### config.mk
export PLATFORM = sky130hd
export DESIGN_NAME = mem_load_ctrl
export DESIGN_NICKNAME = d
export VERILOG_FILES = /design/src/rtl/mem_load_ctrl.sv
export SDC_FILE = /design/constraint.sdc
export NUM_CORES = 1
export LEC_CHECK = 0
export ABC_AREA = 1
export BUFFER_PORTS_ARGS = -buffer_cell sky130_fd_sc_hd__clkbuf_2
export CORE_ASPECT_RATIO = 0.8
export CORE_MARGIN = 5
export CORE_UTILIZATION = 57
export CTS_BUF_LIST = sky130_fd_sc_hd__clkbuf_4 sky130_fd_sc_hd__clkbuf_8
export DETAILED_ROUTE_END_ITERATION = 6
export PLACE_DENSITY = 0.83
export SYNTH_ARGS = -nofsm -noshare
export SYNTH_HDL_FRONTEND = slang
export SYNTH_SLANG_ARGS = --single-unit
export TNS_END_PERCENT = 50
### constraint.sdc
create_clock -name clk -period 2.6 [get_ports clk]
set_clock_uncertainty 0.2 [all_clocks]
set_input_delay 0.13 -clock clk [delete_from_list [all_inputs] [get_ports clk]]
set_output_delay 0.13 -clock clk [all_outputs]
set_load 0.05 [all_outputs]
### src/rtl/mem_load_ctrl.sv
// Boot loader: streams words from a valid/ready source into the CPU's external
// memory write port while holding the CPU in reset, then releases it.
module mem_load_ctrl #(
    parameter int TIMEOUT_CYC = 1024,
    parameter int RELEASE_CYC = 4
) (
    input  logic        clk,
    input  logic        reset,
    input  logic        start,
    input  logic [9:0]  load_len,
    input  logic [31:0] base_adr,
    input  logic        in_valid,
    input  logic [31:0] in_data,
    output logic        in_ready,
    output logic        ext_memwrite,
    output logic [31:0] ext_dataadr,
    output logic [31:0] ext_writedata,
    output logic        cpu_reset,
    output logic        busy,
    output logic        done,
    output logic        error
);

    localparam int TMO_W  = $clog2(TIMEOUT_CYC + 1);
    localparam int HOLD_W = $clog2(RELEASE_CYC + 1);

    typedef enum logic [2:0] {IDLE, LOAD, HOLD, RUN, ERR} state_t;

    state_t              state_reg, state_next;
    logic [9:0]          len_reg;
    logic [9:0]          idx_reg;
    logic [31:0]         base_reg;
    logic [TMO_W-1:0]    tmo_reg;
    logic [HOLD_W-1:0]   hold_reg;
    logic                done_reg;

    logic hs;
    logic start_ok;
    logic last_word;

    assign hs        = in_ready & in_valid;
    assign start_ok  = start && (state_reg == IDLE || state_reg == RUN || state_reg == ERR);
    assign last_word = (idx_reg == len_reg - 10'd1);

    always_ff @(posedge clk or negedge reset) begin
        if (!reset) begin
            state_reg <= IDLE;
        end else begin
            state_reg <= state_next;
        end
    end

    always_comb begin
        state_next = state_reg;
        case (state_reg)
            IDLE, RUN, ERR: begin
                if (start) begin
                    state_next = (load_len != 10'd0) ? LOAD : HOLD;
                end
            end
            LOAD: begin
                // The final handshake moves on immediately; its write lands during HOLD.
                if (hs && last_word) begin
                    state_next = HOLD;
                end else if (!hs && tmo_reg == TMO_W'(TIMEOUT_CYC - 1)) begin
                    state_next = ERR;
                end
            end
            HOLD: begin
                if (hold_reg == HOLD_W'(RELEASE_CYC - 1)) begin
                    state_next = RUN;
                end
            end
            default: state_next = IDLE;
        endcase
    end

    always_comb begin
        in_ready  = (state_reg == LOAD) && (idx_reg < len_reg);
        busy      = (state_reg == LOAD) || (state_reg == HOLD);
        error     = (state_reg == ERR);
        cpu_reset = (state_reg != RUN);
        done      = done_reg;
    end

    always_ff @(posedge clk or negedge reset) begin
        if (!reset) begin
            len_reg       <= '0;
            idx_reg       <= '0;
            base_reg      <= '0;
            tmo_reg       <= '0;
            hold_reg      <= '0;
            done_reg      <= 1'b0;
            ext_memwrite  <= 1'b0;
            ext_dataadr   <= '0;
            ext_writedata <= '0;
        end else begin
            if (start_ok && load_len != 10'd0) begin
                len_reg  <= load_len;
                base_reg <= base_adr & ~32'h3;
                idx_reg  <= '0;
                tmo_reg  <= '0;
            end else if (state_reg == LOAD) begin
                if (hs) begin
                    idx_reg <= idx_reg + 10'd1;
                    tmo_reg <= '0;
                end else begin
                    tmo_reg <= tmo_reg + TMO_W'(1);
                end
            end

            hold_reg <= (state_reg == HOLD) ? hold_reg + HOLD_W'(1) : '0;
            done_reg <= (state_reg == HOLD) && (state_next == RUN);

            // Address and data hold their last values between strobes.
            ext_memwrite <= hs;
            if (hs) begin
                ext_dataadr   <= base_reg + {20'd0, idx_reg, 2'b00};
                ext_writedata <= in_data;
            end
        end
    end

endmodule

==> impl_results.md <==
* Status: complete, no violations
* Post-Synth Adder-Cell Area at 4.65%
* Worst VDD drop at 0.000637 V
* Finished layout cell area at 0.00930 mm2
* Post-synthesis mux area share at 0%
* Synth Area in XOR/XNOR at approximately 2.0%
* RSZ-0062 raised after global routing: false
* Hold WS at 15.6 ps
* Synth top area share at between 40% and 50%
* Tcrit/Tclk final at approximately 93%
* Clock Latency Late Sink at between 400 and 500 ps
* CTS max path bufs at 2
* Seq cells post-synth at about 130
* Largest family of logic cells by synthesized area: simple AND/OR/NAND/NOR gates
* Max Slew Vio Count at 0
* Clock-pin slew of the registers on the worst-case setup and hold paths at 80 ps
* Crit end category: register
* 1st-pass router iterations at 5
* Synth Area in Compound Gates at roughly 7.4%
* Vias per cell at roughly 5.3
* Syn_area_per_cell at ~7.4 um2
* Placed instance area at roughly 0.0081 mm2
* Share of cells above drive strength 1 at approximately 17%
* Root Buffer Master: clkbuf_8
* Congestion Overflow GR at 0
* Largest net degree at the start of global routing at about 70
* Max stage delay on crit path at 420 ps
* Core area at about 0.012 mm2
* Clock sink count at 131
* CP top delay family: simple AND/OR/NAND/NOR gates
* Min cycle time layout at about 2400 ps
* Synth area leaders: dfrtp_1 (46%), nand2_1 (21%), inv_1 (4.9%)
* Cell mode on critical path: nand2_1
* EDFF count, synth at 0
* Die area at roughly 0.015 mm2
* Max FFs per register at 32
* FP Rows at 36
* CP arrival at 2560 ps
* Max-capacitance violation count at 0
* Slew HR at between 60% and 70%
* Kind of critical path: register to register
* Initial antenna violation count at 0
* First-pass GRT wire length at ~34,000 um
* Mapped Cells at 970
* Total wire length at around 21,000 um
* Routed wire length per instance at approximately 15 um
* CP Buf/Inv Count at 2
* Cell variety after synth at 37
* Critical path, cell by cell: ha_1 -> inv_1 -> fa_1 -> inv_1 -> nand3_1 -> nand2_2 -> nand2_1 -> nand2_1 -> nand2_1 -> a21oi_2 -> nand3_1 -> nand3_1 -> nand2_1
* CTS tree: built
* Dpl ws at about 120 ps
* Power per cell area at 1200 mW/mm2
* Ys async rst share at 100%
* Leak Pwr at between 0.005 and 0.006 uW
* Most common cell after layout, fill and taps aside: nand2_1
* Drt initial violations at 630
* Hold crit path type: input pin to asynchronous set/reset pin
* Post-layout util at about three quarters
* Post-route ant nets at 0
* Chip height at about 110 um
* Hpwl dp at ~14,000 um
* P&R area growth vs syn at 30.0%
* FMAX at between 0.4 and 0.5 GHz
* Most frequent cells in the layout: nand2_1 (393), clkbuf_2 (142), dfrtp_1 (130), inv_1 (93), dlygate4sd3_1 (74)
* Initial core utilization at 58.4%
* Worst endpoint required time at between 2000 and 3000 ps
* Vias after detailed routing at around 7,300
* PortBufs at ~140
* Synthesis Warnings at 0
* Slowest CP cell: dfrtp_2
* IO Count at 148
* Synth Flop Type: dfrtp_1
* Die W at 135 um
* Post-Synthesis Cell Area at slightly above 0.007 mm2
* RD Place Congestion at 0.938
* Final Setup Violations at 0
* Largest area contributor in the netlist: dfrtp_1
* CP Max Fanout at 4
* H-Tree Depth at 4
* # DRC at 0
* Slew @ Worst Pin at ~490 ps
* Final #Nets at approximately 1,300
* GRT Total Usage at 28.9%
* Sequential share of the synthesized area at a little under half
* Final hold violations at 0
* Setup TNS at 0 ps
* Final WS setup at 187 ps
* Simple-gate portion of the synthesized area at approximately 33%
* CTS Buf Count at 17
* Number of global-route vias before repair at roughly 7,000
* Startpoint Class: register
## cell type report
type                    instances  area (um2)
fillers                       915        2950
multi-input cells             717        3370
inverters                      96         360
repair buffers                240        1680
flip-flops and latches        131        3280
clock buffers                  18         248
clock inverters                14         143
well taps                     171         214
diodes                          1        2.50
## per-stage QoR
stage	cells	total power [uW]
2_1_floorplan	971	7660
3_3_place_gp	1277	9090
3_5_place_dp	1277	9220
4_1_cts	1384	11100
5_1_grt	1387	12000
6_report	1388	11200
## cell usage after synthesis (2+ instances only)
master / instances
nand4_1: 16
a31oi_1: 4
o21a_1: 2
and2_1: 2
buf_4: 7
nand3_1: 63
inv_1: 93
ha_1: 25
nor2_1: 65
nor4_1: 4
or2_2: 2
xor2_1: 9
dfrtp_1: 131
nand3b_1: 6
clkbuf_1: 11
xnor2_1: 7
a21oi_1: 30
buf_2: 7
nand2_1: 394
o21ai_0: 55
buf_6: 2
inv_2: 2
o21ai_1: 3
a21o_1: 2
nor3_1: 16
## final timing paths
path,endpoint,startpoint,cells past startpoint,slack [ps]
min,len_reg[6]$_DFFE_PN0P_,reset,3,20
max reg2reg,ext_dataadr[20]$_DFFE_PN0P_,idx_reg[0]$_DFFE_PN0P_,13,190
max in group asynchronous,base_reg[21]$_DFFE_PN0P_,reset,3,1740
max,ext_dataadr[20]$_DFFE_PN0P_,idx_reg[0]$_DFFE_PN0P_,13,190
min reg2reg,hold_reg[0]$_DFF_PN0_,hold_reg[0]$_DFF_PN0_,1,240
min in group clk,tmo_reg[2]$_DFFE_PN0P_,in_valid,4,70
## layer usage
layer  routed length, um  vias up  GRT usage [%]  share of wire [%]
met5                   0        -              0                  0
met4                 573        0           11.2                2.7
met3                1980       52           6.49                9.5
met2                9220      347           45.4                 44
met1                9130     3357           39.5                 44
li1                    -     3557              -                  -
## tightest hold or removal path, cell delays in order
cell           delay (ps)
dlygate4sd3_1         530
buf_4                 160
buf_12                210
## cell families after synthesis
group           after synthesis
compound gates              100
simple gates                573
fa+ha+maj                    26
xor+xnor                     16
flops                       131
other cells                   1
buf+inv                     123
## power breakdown
part           internal [uW]  switching, uW  leakage [uW]
combinational           1620           4270       0.00315
clock                    808            897      0.000190
sequential              2870            704       0.00166
total                   5300           5870       0.00500
## repair_timing
| item | CTS | global route |
|---|---|---|
| endpoints found under the hold margin | 206 | 0 |
| setup endpoints to repair | 0 | 9 |
| resized for setup | 0 | 4 |
| setup buffers | 0 | 3 |
| hold buffers | 75 | 0 |
Note: power is estimated with default switching activity, not from simulation.
